--- src/rtl/onchip_arb_pkg.sv ---
`default_nettype none
// ============================================================================
// Module      : onchip_arb_pkg
// Description : Shared types and default widths for the two-requester
//               on-chip memory arbiter.
// Revision    : 1.0 - initial release
// ============================================================================
package onchip_arb_pkg;

  localparam int c_ADDR_W_DEF   = 13;
  localparam int c_DATA_W_DEF   = 64;
  localparam int c_LOCK_MAX_DEF = 16;

  // Index of one of the two requesters
  typedef logic [0:0] req_idx_t;

  // Arbitration state: open round-robin or held by a locked owner
  typedef enum logic [0:0] {
    ST_ARB    = 1'b0,
    ST_LOCKED = 1'b1
  } arb_state_t;

  // The requester that is not idx
  function automatic req_idx_t other_req(input req_idx_t idx);
    return ~idx;
  endfunction

endpackage
`default_nettype wire

--- src/rtl/rr_arbiter2.sv ---
`default_nettype none
// ============================================================================
// Module      : rr_arbiter2
// Description : Two-way combinational grant select with a round-robin
//               priority pointer. A forced owner (lock) overrides the
//               pointer on contention.
// Revision    : 1.0 - initial release
// ============================================================================
module rr_arbiter2
  import onchip_arb_pkg::*;
(
  input  logic       clk,
  input  logic       reset_n,
  input  logic [1:0] i_req,
  input  logic       i_force_en,
  input  req_idx_t   i_force_idx,
  output logic       o_grant_valid,
  output req_idx_t   o_grant_idx
);

  req_idx_t r_prio;
  req_idx_t w_prio;

  // Pick the winner: a sole requester wins outright, contention goes to w_prio
  always_comb begin
    w_prio        = i_force_en ? i_force_idx : r_prio;
    o_grant_valid = |i_req;
    if (&i_req) begin
      o_grant_idx = w_prio;
    end else if (i_req[1]) begin
      o_grant_idx = 1'b1;
    end else begin
      o_grant_idx = 1'b0;
    end
  end

  // After every grant the other requester becomes the preferred one
  always_ff @(posedge clk or negedge reset_n) begin
    if (!reset_n) begin
      r_prio <= '0;
    end else if (o_grant_valid) begin
      r_prio <= other_req(o_grant_idx);
    end
  end

endmodule
`default_nettype wire

--- src/rtl/onchip_memory_arbiter.sv ---
`default_nettype none
// ============================================================================
// Module      : onchip_memory_arbiter
// Description : Arbitrates two requesters onto one single-cycle-latency
//               on-chip memory port. Round-robin grant, one access per
//               cycle, read data strobed one cycle after acceptance.
//               Define ONCHIP_ARB_LOCK_EN to build in bus locking
//               (owner keeps the port for up to LOCK_MAX grants).
// Revision    : 1.0 - initial release
// ============================================================================
module onchip_memory_arbiter
  import onchip_arb_pkg::*;
#(
  parameter int  ADDR_W   = c_ADDR_W_DEF,
  parameter int  DATA_W   = c_DATA_W_DEF,
  parameter int  LOCK_MAX = c_LOCK_MAX_DEF,
  localparam int BE_W     = DATA_W / 8
) (
  input  logic              clk,
  input  logic              reset_n,
  // requester 0
  input  logic [ADDR_W-1:0] m0_address,
  input  logic [BE_W-1:0]   m0_byteenable,
  input  logic              m0_read,
  input  logic              m0_write,
  input  logic [DATA_W-1:0] m0_writedata,
  input  logic              m0_lock,
  output logic              m0_waitrequest,
  output logic [DATA_W-1:0] m0_readdata,
  output logic              m0_readdatavalid,
  // requester 1
  input  logic [ADDR_W-1:0] m1_address,
  input  logic [BE_W-1:0]   m1_byteenable,
  input  logic              m1_read,
  input  logic              m1_write,
  input  logic [DATA_W-1:0] m1_writedata,
  input  logic              m1_lock,
  output logic              m1_waitrequest,
  output logic [DATA_W-1:0] m1_readdata,
  output logic              m1_readdatavalid,
  // memory side
  output logic [ADDR_W-1:0] mem_address,
  output logic [BE_W-1:0]   mem_byteenable,
  output logic              mem_chipselect,
  output logic              mem_write,
  output logic [DATA_W-1:0] mem_writedata,
  input  logic [DATA_W-1:0] mem_readdata
);

  logic [1:0]        w_req;
  logic              w_grant_valid;
  req_idx_t          w_grant_idx;
  logic              w_force_en;
  req_idx_t          w_force_idx;

  logic [ADDR_W-1:0] w_sel_addr;
  logic [BE_W-1:0]   w_sel_be;
  logic [DATA_W-1:0] w_sel_wdata;
  logic              w_sel_read;
  logic              w_sel_write;
  logic              w_sel_lock;

  logic [ADDR_W-1:0] r_hold_addr;
  logic [BE_W-1:0]   r_hold_be;
  logic [DATA_W-1:0] r_hold_wdata;
  logic [1:0]        r_rdv;

  // Requests are masked during reset so nothing is granted and waitrequest stays high
  assign w_req[0] = reset_n & (m0_read | m0_write);
  assign w_req[1] = reset_n & (m1_read | m1_write);

  rr_arbiter2 u_rr_arbiter2 (
    .clk           (clk),
    .reset_n       (reset_n),
    .i_req         (w_req),
    .i_force_en    (w_force_en),
    .i_force_idx   (w_force_idx),
    .o_grant_valid (w_grant_valid),
    .o_grant_idx   (w_grant_idx)
  );

  // Steer the granted requester's command fields
  always_comb begin
    if (w_grant_idx == 1'b1) begin
      w_sel_addr  = m1_address;
      w_sel_be    = m1_byteenable;
      w_sel_wdata = m1_writedata;
      w_sel_read  = m1_read;
      w_sel_write = m1_write;
      w_sel_lock  = m1_lock;
    end else begin
      w_sel_addr  = m0_address;
      w_sel_be    = m0_byteenable;
      w_sel_wdata = m0_writedata;
      w_sel_read  = m0_read;
      w_sel_write = m0_write;
      w_sel_lock  = m0_lock;
    end
  end

`ifdef ONCHIP_ARB_LOCK_EN
  localparam int c_CNT_W = $clog2(LOCK_MAX + 1);

  arb_state_t         r_state;
  req_idx_t           r_owner;
  logic [c_CNT_W-1:0] r_lock_cnt;

  assign w_force_en  = (r_state == ST_LOCKED);
  assign w_force_idx = r_owner;

  // Lock FSM: the first locked grant counts as one; release on unlock, owner idle or limit
  always_ff @(posedge clk or negedge reset_n) begin
    if (!reset_n) begin
      r_state    <= ST_ARB;
      r_owner    <= '0;
      r_lock_cnt <= '0;
    end else begin
      case (r_state)
        ST_ARB: begin
          if (w_grant_valid && w_sel_lock && (LOCK_MAX > 1)) begin
            r_state    <= ST_LOCKED;
            r_owner    <= w_grant_idx;
            r_lock_cnt <= c_CNT_W'(1);
          end
        end
        ST_LOCKED: begin
          if (!w_req[r_owner] || !w_sel_lock ||
              (r_lock_cnt >= c_CNT_W'(LOCK_MAX - 1))) begin
            r_state    <= ST_ARB;
            r_lock_cnt <= '0;
          end else begin
            r_lock_cnt <= r_lock_cnt + c_CNT_W'(1);
          end
        end
        default: begin
          r_state    <= ST_ARB;
          r_lock_cnt <= '0;
        end
      endcase
    end
  end
`else
  localparam int c_unused_lock_max = LOCK_MAX;
  logic w_unused_lock;

  assign w_unused_lock = w_sel_lock;
  assign w_force_en    = 1'b0;
  assign w_force_idx   = '0;
`endif

  // Remember the last issued command so the memory bus is stable while idle
  always_ff @(posedge clk or negedge reset_n) begin
    if (!reset_n) begin
      r_hold_addr  <= '0;
      r_hold_be    <= '0;
      r_hold_wdata <= '0;
    end else if (w_grant_valid) begin
      r_hold_addr  <= w_sel_addr;
      r_hold_be    <= w_sel_be;
      r_hold_wdata <= w_sel_wdata;
    end
  end

  // Flag an accepted read (write wins when both are set) for next-cycle data return
  always_ff @(posedge clk or negedge reset_n) begin
    if (!reset_n) begin
      r_rdv <= '0;
    end else begin
      r_rdv[0] <= w_grant_valid && (w_grant_idx == 1'b0) && w_sel_read && !w_sel_write;
      r_rdv[1] <= w_grant_valid && (w_grant_idx == 1'b1) && w_sel_read && !w_sel_write;
    end
  end

  assign mem_address    = w_grant_valid ? w_sel_addr  : r_hold_addr;
  assign mem_byteenable = w_grant_valid ? w_sel_be    : r_hold_be;
  assign mem_writedata  = w_grant_valid ? w_sel_wdata : r_hold_wdata;
  assign mem_chipselect = w_grant_valid;
  assign mem_write      = w_grant_valid & w_sel_write;

  assign m0_waitrequest = !(w_grant_valid && (w_grant_idx == 1'b0));
  assign m1_waitrequest = !(w_grant_valid && (w_grant_idx == 1'b1));

  assign m0_readdatavalid = r_rdv[0];
  assign m1_readdatavalid = r_rdv[1];
  assign m0_readdata      = mem_readdata;
  assign m1_readdata      = mem_readdata;

endmodule
`default_nettype wire
--- config.mk ---
export PLATFORM = sky130hd
export DESIGN_NAME = onchip_memory_arbiter
export DESIGN_NICKNAME = d
export VERILOG_FILES = /design/src/rtl/onchip_arb_pkg.sv /design/src/rtl/rr_arbiter2.sv /design/src/rtl/onchip_memory_arbiter.sv
export SDC_FILE = /design/constraint.sdc
export NUM_CORES = 1
export LEC_CHECK = 0
export ABC_AREA = 0
export CAP_MARGIN = 15
export CORE_AREA = 2 2 180 182
export DETAILED_ROUTE_END_ITERATION = 12
export DIE_AREA = 0 0 182 184
export PLACE_DENSITY_LB_ADDON = 0.12
export SKIP_CTS_REPAIR_TIMING = 1
export SLEW_MARGIN = 20
export SYNTH_ARGS = -nofsm -noshare
export SYNTH_HDL_FRONTEND = slang
export SYNTH_SLANG_ARGS = --single-unit
export TNS_END_PERCENT = 5
--- constraint.sdc ---
create_clock -name clk -period 2.1 [get_ports clk]
set_clock_uncertainty 0.2 [all_clocks]
set_input_delay 0.42 -clock clk [delete_from_list [all_inputs] [get_ports clk]]
set_output_delay 0.42 -clock clk [all_outputs]
set_load 0.01 [all_outputs]
==> metrics.cfg, run 1 <==
[timing]
worst_pin_slew_ns = 0.6365
fin_setup_tns_ns = -33.55
fin_ws_ns = -0.4579
hold_viol = 32
min_period_ns = 2.558
rsz0062_at_grt = yes
setup_viol = 88
maxSlewViolCount = 0
finalCritPeriodShare_pct = 121.8
whs_ns = -0.03333
fmax_mhz = 391.0
relSlewSlack_pct = 57.57

[setup_path]
r2r_start = u_rr_arbiter2.r_prio
cp_data_required_time_ns = 1.48
worstSetupPathType = reg -> out
worstSetupEndpointType = primary output
r2r-end = r_hold_addr[9]
startpoint = u_rr_arbiter2.r_prio
worstPathMaxFanout = 19
arrival_ns = 1.94
worstRegToRegCells = 8
rrSetupSlack_ns = 0.09
startpoint_type = register

[layout]
utilization_pct = 25.64
area_delta_synth_final_pct = 66.44
nets = 936
nFillCells = 3340
drive_gt1_share_pct = 36.05
antenna_cells = 0
fin_area_um2 = 8049
layout.cells.non_filler = 1101

[flow_run]
cap_viol_max_count = 0

[clock_network]
clkLatencyLatePin_ns = 0.34
cts_buffer_depth = 2
cts.reportedPaths.clkPinSlew_ns = 0.07
htreeDepth = 3
cts-root-buf = clkbuf_16
cts_tree = built
clock_sinks = 88
cts_made_buffers = 9

[grt]
grt_pass1_vias = 4479
antenna_found_initial = 0
track_usage_pct = 9.821
grt_start_max_net_pins = 49
grt_pass1_wl_um = 25410
overflow = 0

[drt]
ant_nets = 0
wl_um = 18380
drt_pass1_iterations = 4
post-route-drc-count = 0
viasPerCell = 3.795
drt_iter0_markers = 106
wl_per_cell_um = 16.69
dr_total_vias = 4178

[place]
portBuffers = 266
dpl_cell_area_um2 = 7632
gp_congestion = 0.7404
post-place-ws_ns = -1.182
dp.cells = 1036
dp_hpwl_um = 12520

[floorplan]
coreArea_um2 = 31390
start_util_pct = 15.40
io_pins = 461
rows = 65
die-area_um2 = 33490
die_width_um = 182
die_h_um = 184

[power_and_ir_drop]
p_sw_share_pct = 27.78
leakage_nw = 3.560
p_switching_mw = 1.588
p_seq_share_pct = 34.7
p_clk_share_pct = 30.0
p_comb_share_pct = 35.3
power_density_nw_per_um2 = 710.3
finalPower_mw = 5.718
ir_drop_mv = 0.3225
intPower_mw = 4.129

[synthesis]
ys_types = 21
synth.top_cell.area_share_pct = 45.54
synthFlopType = dfrtp_1
yosysWarnings = 0
syn_area_um2 = 4836
synth_top_area_cell = dfrtp_1
syn_inst = 436
synth_common_cells = buf_4 (129), dfrtp_1 (88), a221o_1 (82), and2_1 (82), clkbuf_1 (13)
synth_edf_count = 0
syn_nets = 678
synth-seq-area-share_pct = 45.54
async_reset_ff_share_pct = 100.0
ys_top_cells_by_area = dfrtp_1 (46%), buf_4 (20%), a221o_1 (17%), and2_1 (11%), buf_6 (1.6%)
ys_ff_latch = 88
syn_area_per_cell_um2 = 11.09
yosysMostFrequentCell = buf_4

[run_status]
violations = negative hold slack, negative setup slack
status = finished with violations

[worst_hold_path]
min_path_type = in -> async

==> power by group through the flow <==
stage	Combinational [mW]	Sequential (mW)	Clock, mW
finish	2.02	1.98	1.72
global route	2.18	2.01	1.89
CTS	2.05	1.99	1.83
detailed placement	2.03	2.02	0
global placement	2.05	2.02	0
floorplan	0.935	2.00	0
==> critical path: stages (launching register included) <==
cell	delay [ns]
dfrtp_1	0.40
o21ba_4	0.25
nor2_4	0.04
buf_6	0.13
buf_4	0.14
buf_12	0.14
a221o_1	0.35
clkbuf_2	0.15
==> cells by family after synthesis <==
group	synth area share, %
AO/OA/AOI/OAI	19.22
flip-flops	45.54
buffers and inverters	23.52
AND/OR/NAND/NOR	11.72
==> sequential cells by signal (all words and copies together) (netlist names) <==
register              flops
r_hold_wdata             64
r_hold_addr              13
r_hold_be                 8
r_rdv                     2
u_rr_arbiter2.r_prio      1
==> placed cells by master, fill, tap and decap left out, types with 4 or more instances in the layout <==
cell             count
buf_4              113
buf_2               14
clkbuf_2            72
clkbuf_16           13
clkdlybuf4s50_1    173
nor2_1               4
buf_12               8
nand3_1              4
a221o_1             82
buf_6               16
dfrtp_1             88
and2_1              82
==> layer usage <==
metal / part of all wire [%] / global-route usage [%] / routed length (µm) / vias up
met5: 0 / 0 / 0 / -
met4: 2.7 / 4.839 / 503 / 0
met3: 7.2 / 2.932 / 1316 / 46
met2: 52 / 17.88 / 9612 / 190
met1: 38 / 10.32 / 6944 / 1986
li1: - / - / - / 1956
==> how the worst max path moves through the flow <==
stage,endpoint,slack (ns),depth (start not counted)
after floorplan,mem_byteenable[1],-0.05,5
after global placement,mem_writedata[16],-1.22,7
after detailed placement,mem_writedata[16],-1.18,7
after CTS,mem_writedata[16],-1.19,8
after global routing,mem_writedata[23],-0.54,7
final,mem_writedata[42],-0.46,7
==> area by class of cell <==
cell class / instances / area [µm²] / area share, %
flip-flops and latches: 88 / 2202 / 27.36
clock inverters: 4 / 52.55 / 0.6529
well taps: 402 / 503.0 / 6.249
repair buffers: 402 / 3476 / 43.18
inverters: 3 / 16.27 / 0.2021
clock buffers: 12 / 256.5 / 3.187
multi-input cells: 190 / 1543 / 19.17
(Power assumes the default switching activity.)
==> run 2: changes to the inputs <==
==> constraint.sdc (replaced) <==
create_clock -name clk -period 2.1 [get_ports clk]
set_clock_uncertainty 0.2 [all_clocks]
set_input_delay 0.21 -clock clk [delete_from_list [all_inputs] [get_ports clk]]
set_output_delay 0.21 -clock clk [all_outputs]
set_load 0.01 [all_outputs]
==> run 2 against run 1 <==
  * The run still ends with negative hold slack, negative setup slack left
  * Register-to-register slack improved by 0.10 ns
  * Flip-flop and latch count did not move
  * Non-clock buffer count fell by 12
  * Critical endpoint is now mem_writedata[0]
==> metrics.cfg, run 2 (synthesis results as in run 1) <==
[layout]
regArea_um2 = 2202
final_common_cell = clkdlybuf4s50_1
fin_area_um2 = 8040
multi_input_area_um2 = 1570
area_delta_synth_final_pct = 66.26
drive_gt1_share_pct = 34.40
nFillCells = 3384
registers.top_by_ff_count = r_hold_wdata
mostFrequentLayoutCells = clkdlybuf4s50_1 (172), buf_4 (106), dfrtp_1 (88)
antenna_cells = 0
top_regs = r_hold_wdata x64, r_hold_addr x13, r_hold_be x8
layout.cells.non_filler = 1088
largest_register_ffs = 64
nets = 924

[power_and_ir_drop]
power_density_nw_per_um2 = 690.5
finalPower_mw = 5.552
ir_drop_mv = 0.3097
leakage_nw = 3.555

[grt]
grt_start_max_net_pins = 47
overflow = 0
track_usage_pct = 9.890
antenna_found_initial = 0
grt_pass1_vias = 4426
grt_pass1_wl_um = 25670

[place]
gp_congestion = 0.7454
dp.cells = 1033
dp_hpwl_um = 12520
post-place-ws_ns = -0.7282
portBuffers = 266
dpl_cell_area_um2 = 7597

[timing]
min_period_ns = 2.280
rsz0062_at_grt = yes
relSlewSlack_pct = 56.32
whs_ns = -0.1790
finalCritPeriodShare_pct = 108.6
maxSlewViolCount = 0
hold_viol = 42
worst_pin_slew_ns = 0.6552
fmax_mhz = 438.5
fin_ws_ns = -0.1803
setup_viol = 82

[drt]
post-route-drc-count = 0
viasPerCell = 3.853
drt_pass1_iterations = 4
ant_nets = 0
drt_iter0_markers = 129
wl_per_cell_um = 18.14
wl_um = 19740
dr_total_vias = 4192

[clock_network]
cts_buffer_depth = 2
cts-root-buf = clkbuf_16
clock_sinks = 88
cts.reportedPaths.clkPinSlew_ns = 0.07
clkLatencyLatePin_ns = 0.34
htreeDepth = 3
cts_made_buffers = 9
cts_tree = built

[floorplan]
die_width_um = 182
die_h_um = 184
die-area_um2 = 33490
start_util_pct = 15.40
coreArea_um2 = 31390
io_pins = 461
rows = 65

[run_status]
status = finished with violations
violations = negative hold slack, negative setup slack

[setup_path]
worstPathMaxFanout = 10
worstRegToRegCells = 7
arrival_ns = 1.87
startpoint_type = register
worstSetupPathType = reg -> out
cp_data_required_time_ns = 1.69
worstSetupEndpointType = primary output

[worst_hold_path]
min_path_type = in -> async

[flow_run]
cap_viol_max_count = 0

run 2: final cells by class:
type | instances | share of cell area [%]
Timing Repair Buffer | 390 | 43.23
Clock buffer | 11 | 3.019
Clock inverter | 4 | 0.3890
Tap cell | 402 | 6.256
Multi-Input combinational cell | 190 | 19.53
Inverter | 3 | 0.1867
Sequential cell | 88 | 27.39
run 2: metrics by stage:
step | util, % | setup TNS, ns
detailed placement | 24.20 | -71.78
finish | 25.61 | -9.498
floorplan | - | 0
global route | 25.61 | -16.96
global placement | 24.20 | -68.85
CTS | 25.07 | -58.81
run 2: layer usage:
metal / part of all wire [%] / track usage, %
met1: 40 / 10.99
met2: 51 / 17.27
met5: 0 / 0
met4: 2.5 / 4.226
met3: 6.7 / 3.328
run 2: worst max-delay path, cell delays in order, from the launching register on:
cell and delay (ns):
dfrtp_1 0.40, o21ba_4 0.25, nor2_4 0.05, buf_4 0.15, clkbuf_16 0.16, a221o_1 0.36
clkbuf_2 0.15
run 2: final timing paths:
| kind | slack (ns) | endpoint | startpoint |
|---|---|---|---|
| min in group clk | 0.12 | r_rdv[1] | m1_write |
| worst min-delay path | -0.18 | r_hold_wdata[61] | reset_n |
| worst max register to register | 0.19 | r_hold_wdata[53] | u_rr_arbiter2.r_prio |
| worst max-delay path | -0.18 | mem_writedata[0] | u_rr_arbiter2.r_prio |
| max in group asynchronous | 0.77 | r_hold_wdata[19] | reset_n |
| worst min register to register | 0.39 | r_hold_wdata[29] | r_hold_wdata[29] |
run 2: power breakdown:
part / internal (mW) / switching, mW
logic: 1.18 / 0.830
registers: 1.94 / 0.0489
clock network: 0.832 / 0.722
==> run 3: changes to the inputs <==
--- a/config.mk
+++ b/config.mk
@@ -11,6 +11,7 @@
 export DETAILED_ROUTE_END_ITERATION = 12
 export DIE_AREA = 0 0 182 184
 export PLACE_DENSITY_LB_ADDON = 0.12
+export SETUP_SLACK_MARGIN = 0.3
 export SKIP_CTS_REPAIR_TIMING = 1
 export SLEW_MARGIN = 20
 export SYNTH_ARGS = -nofsm -noshare
==> run 3 against run 2 <==
  * The run still ends with negative hold slack, negative setup slack left
  * Core utilization decreased by 0.14 points
  * First-iteration DRC count unchanged
  * Largest cell class unchanged
  * Non-clock buffer count down 6
  * Die area unchanged
  * Worst setup slack got worse by 0.10 ns
  * Register-to-register slack worse by 0.13 ns
==> metrics.cfg, run 3 (synthesis results as in run 1) <==
[run_status]
status = finished with violations
violations = negative hold slack, negative setup slack

[timing]
relSlewSlack_pct = 55.76
fin_setup_tns_ns = -17.27
setup_viol = 83
fin_ws_ns = -0.2811
maxSlewViolCount = 0
whs_ns = -0.1519
min_period_ns = 2.381
worst_pin_slew_ns = 0.6636
rsz0062_at_grt = yes
finalCritPeriodShare_pct = 113.4
fmax_mhz = 420.0
hold_viol = 39

[grt]
overflow = 0
grt_pass1_vias = 4423
track_usage_pct = 10.00
grt_start_max_net_pins = 50
grt_pass1_wl_um = 25830
antenna_found_initial = 0

[place]
dpl_cell_area_um2 = 7597
gp_congestion = 0.7579
dp.cells = 1033
portBuffers = 266
dp_hpwl_um = 13050

[power_and_ir_drop]
power_density_nw_per_um2 = 711.8
p_sw_share_pct = 28.26
ir_drop_mv = 0.2679
intPower_mw = 4.084
leakage_nw = 3.526
p_seq_share_pct = 34.9
p_clk_share_pct = 30.2
p_switching_mw = 1.609
p_comb_share_pct = 34.9

[layout]
area_delta_synth_final_pct = 65.38
fin_area_um2 = 7998
drive_gt1_share_pct = 34.85
mostFrequentLayoutCells = clkdlybuf4s50_1 (172), buf_4 (94), dfrtp_1 (88)
nFillCells = 3395
final_common_cell = clkdlybuf4s50_1
largest_register_ffs = 64
antenna_cells = 0
top_regs = r_hold_wdata x64, r_hold_addr x13, r_hold_be x8
registers.top_by_ff_count = r_hold_wdata
nets = 918
layout.cells.non_filler = 1082

[drt]
drt_iter0_markers = 129
viasPerCell = 3.845
post-route-drc-count = 0
wl_um = 19620
drt_pass1_iterations = 4
ant_nets = 0
dr_total_vias = 4160
wl_per_cell_um = 18.14

[clock_network]
htreeDepth = 3
cts_tree = built
cts.reportedPaths.clkPinSlew_ns = 0.08
cts_buffer_depth = 2
cts-root-buf = clkbuf_16
clkLatencyLatePin_ns = 0.34
clock_sinks = 88
cts_made_buffers = 9

[setup_path]
arrival_ns = 1.97
r2r-end = r_hold_wdata[9]
worstPathMaxFanout = 6
r2r_start = u_rr_arbiter2.r_prio
worstSetupPathType = reg -> out
worstSetupEndpointType = primary output
rrSetupSlack_ns = 0.06
cpPeakStageDelay_ns = 0.39
crit_chain = o21bai_1 -> buf_4 -> a21oi_4 -> buf_12 -> buf_8 -> clkbuf_16 -> a221o_1 -> clkbuf_2
cp_data_required_time_ns = 1.69
cp_slowest_cell = dfrtp_1
worstRegToRegCells = 9
startpoint_type = register

[flow_run]
cap_viol_max_count = 0

[floorplan]
io_pins = 461
die_h_um = 184
coreArea_um2 = 31390
rows = 65
die-area_um2 = 33490
start_util_pct = 15.40
die_width_um = 182

[worst_hold_path]
min_path_type = in -> async

-- run 3: changes by cell type in the layout (fill, tap and decap cells not counted), moves of 2 or more --
cell            delta
clkbuf_16          -2
o21ai_0            -2
buf_4             -12
buf_2             -13
nor2_1             +2
dlymetal6s2s_1     -2
clkbuf_2          +16
buf_6              +7
-- run 3: power by group through the flow --
stage | clock network, mW | logic [mW] | registers, mW
detailed placement | 0 | 2.02 | 2.02
global route | 1.86 | 2.14 | 2.01
global placement | 0 | 2.04 | 2.02
floorplan | 0 | 0.935 | 2.00
finish | 1.72 | 1.98 | 1.99
CTS | 1.80 | 2.03 | 1.99
-- run 3: layout make-up --
type                       instances  area [µm²]  area share [%]
timing repair buffer             384        3402           42.54
tap                              402       503.0           6.289
inverter                           3       15.01          0.1877
sequential                        88        2202           27.53
multi-input combinational        190        1569           19.62
clock buffer                      11       252.7           3.160
clock inverter                     4       53.80          0.6727
-- run 3: worst max path at each step --
stage | start | endpoint | slack [ns]
2_1_floorplan | u_rr_arbiter2.r_prio | mem_writedata[10] | 0.27
3_3_place_gp | m1_read | mem_address[0] | -0.72
3_5_place_dp | m1_read | mem_address[0] | -0.71
4_1_cts | m1_read | mem_address[0] | -0.73
5_1_grt | u_rr_arbiter2.r_prio | mem_writedata[56] | -0.41
6_report | u_rr_arbiter2.r_prio | mem_writedata[11] | -0.28
-- run 3: critical path: cells and delay by family, from the launching register on --
kind	cells	cell delay, ns
AO/OA/AOI/OAI	3	0.49
buffers and inverters	5	0.73
flip-flops	1	0.39
-- run 3: per-layer routing --
layer | wire (µm) | track usage [%]
met5 | 0 | 0
met4 | 626 | 5.161
met3 | 1444 | 3.110
met2 | 9932 | 16.89
met1 | 7620 | 11.39
-- run 3: stage by stage --
| step | hold slack [ns] | total power [mW] | utilization (%) | worst slack (ns) |
|---|---|---|---|---|
| detailed placement | 0.2201 | 4.036 | 24.20 | -0.7131 |
| global route | -0.1113 | 6.017 | 25.48 | -0.4098 |
| floorplan | -0.2856 | 2.936 | - | 0.2693 |
| finish | -0.1519 | 5.693 | 25.48 | -0.2811 |
| CTS | -0.1406 | 5.823 | 25.18 | -0.7290 |
| global placement | 0.2201 | 4.052 | 24.20 | -0.7243 |
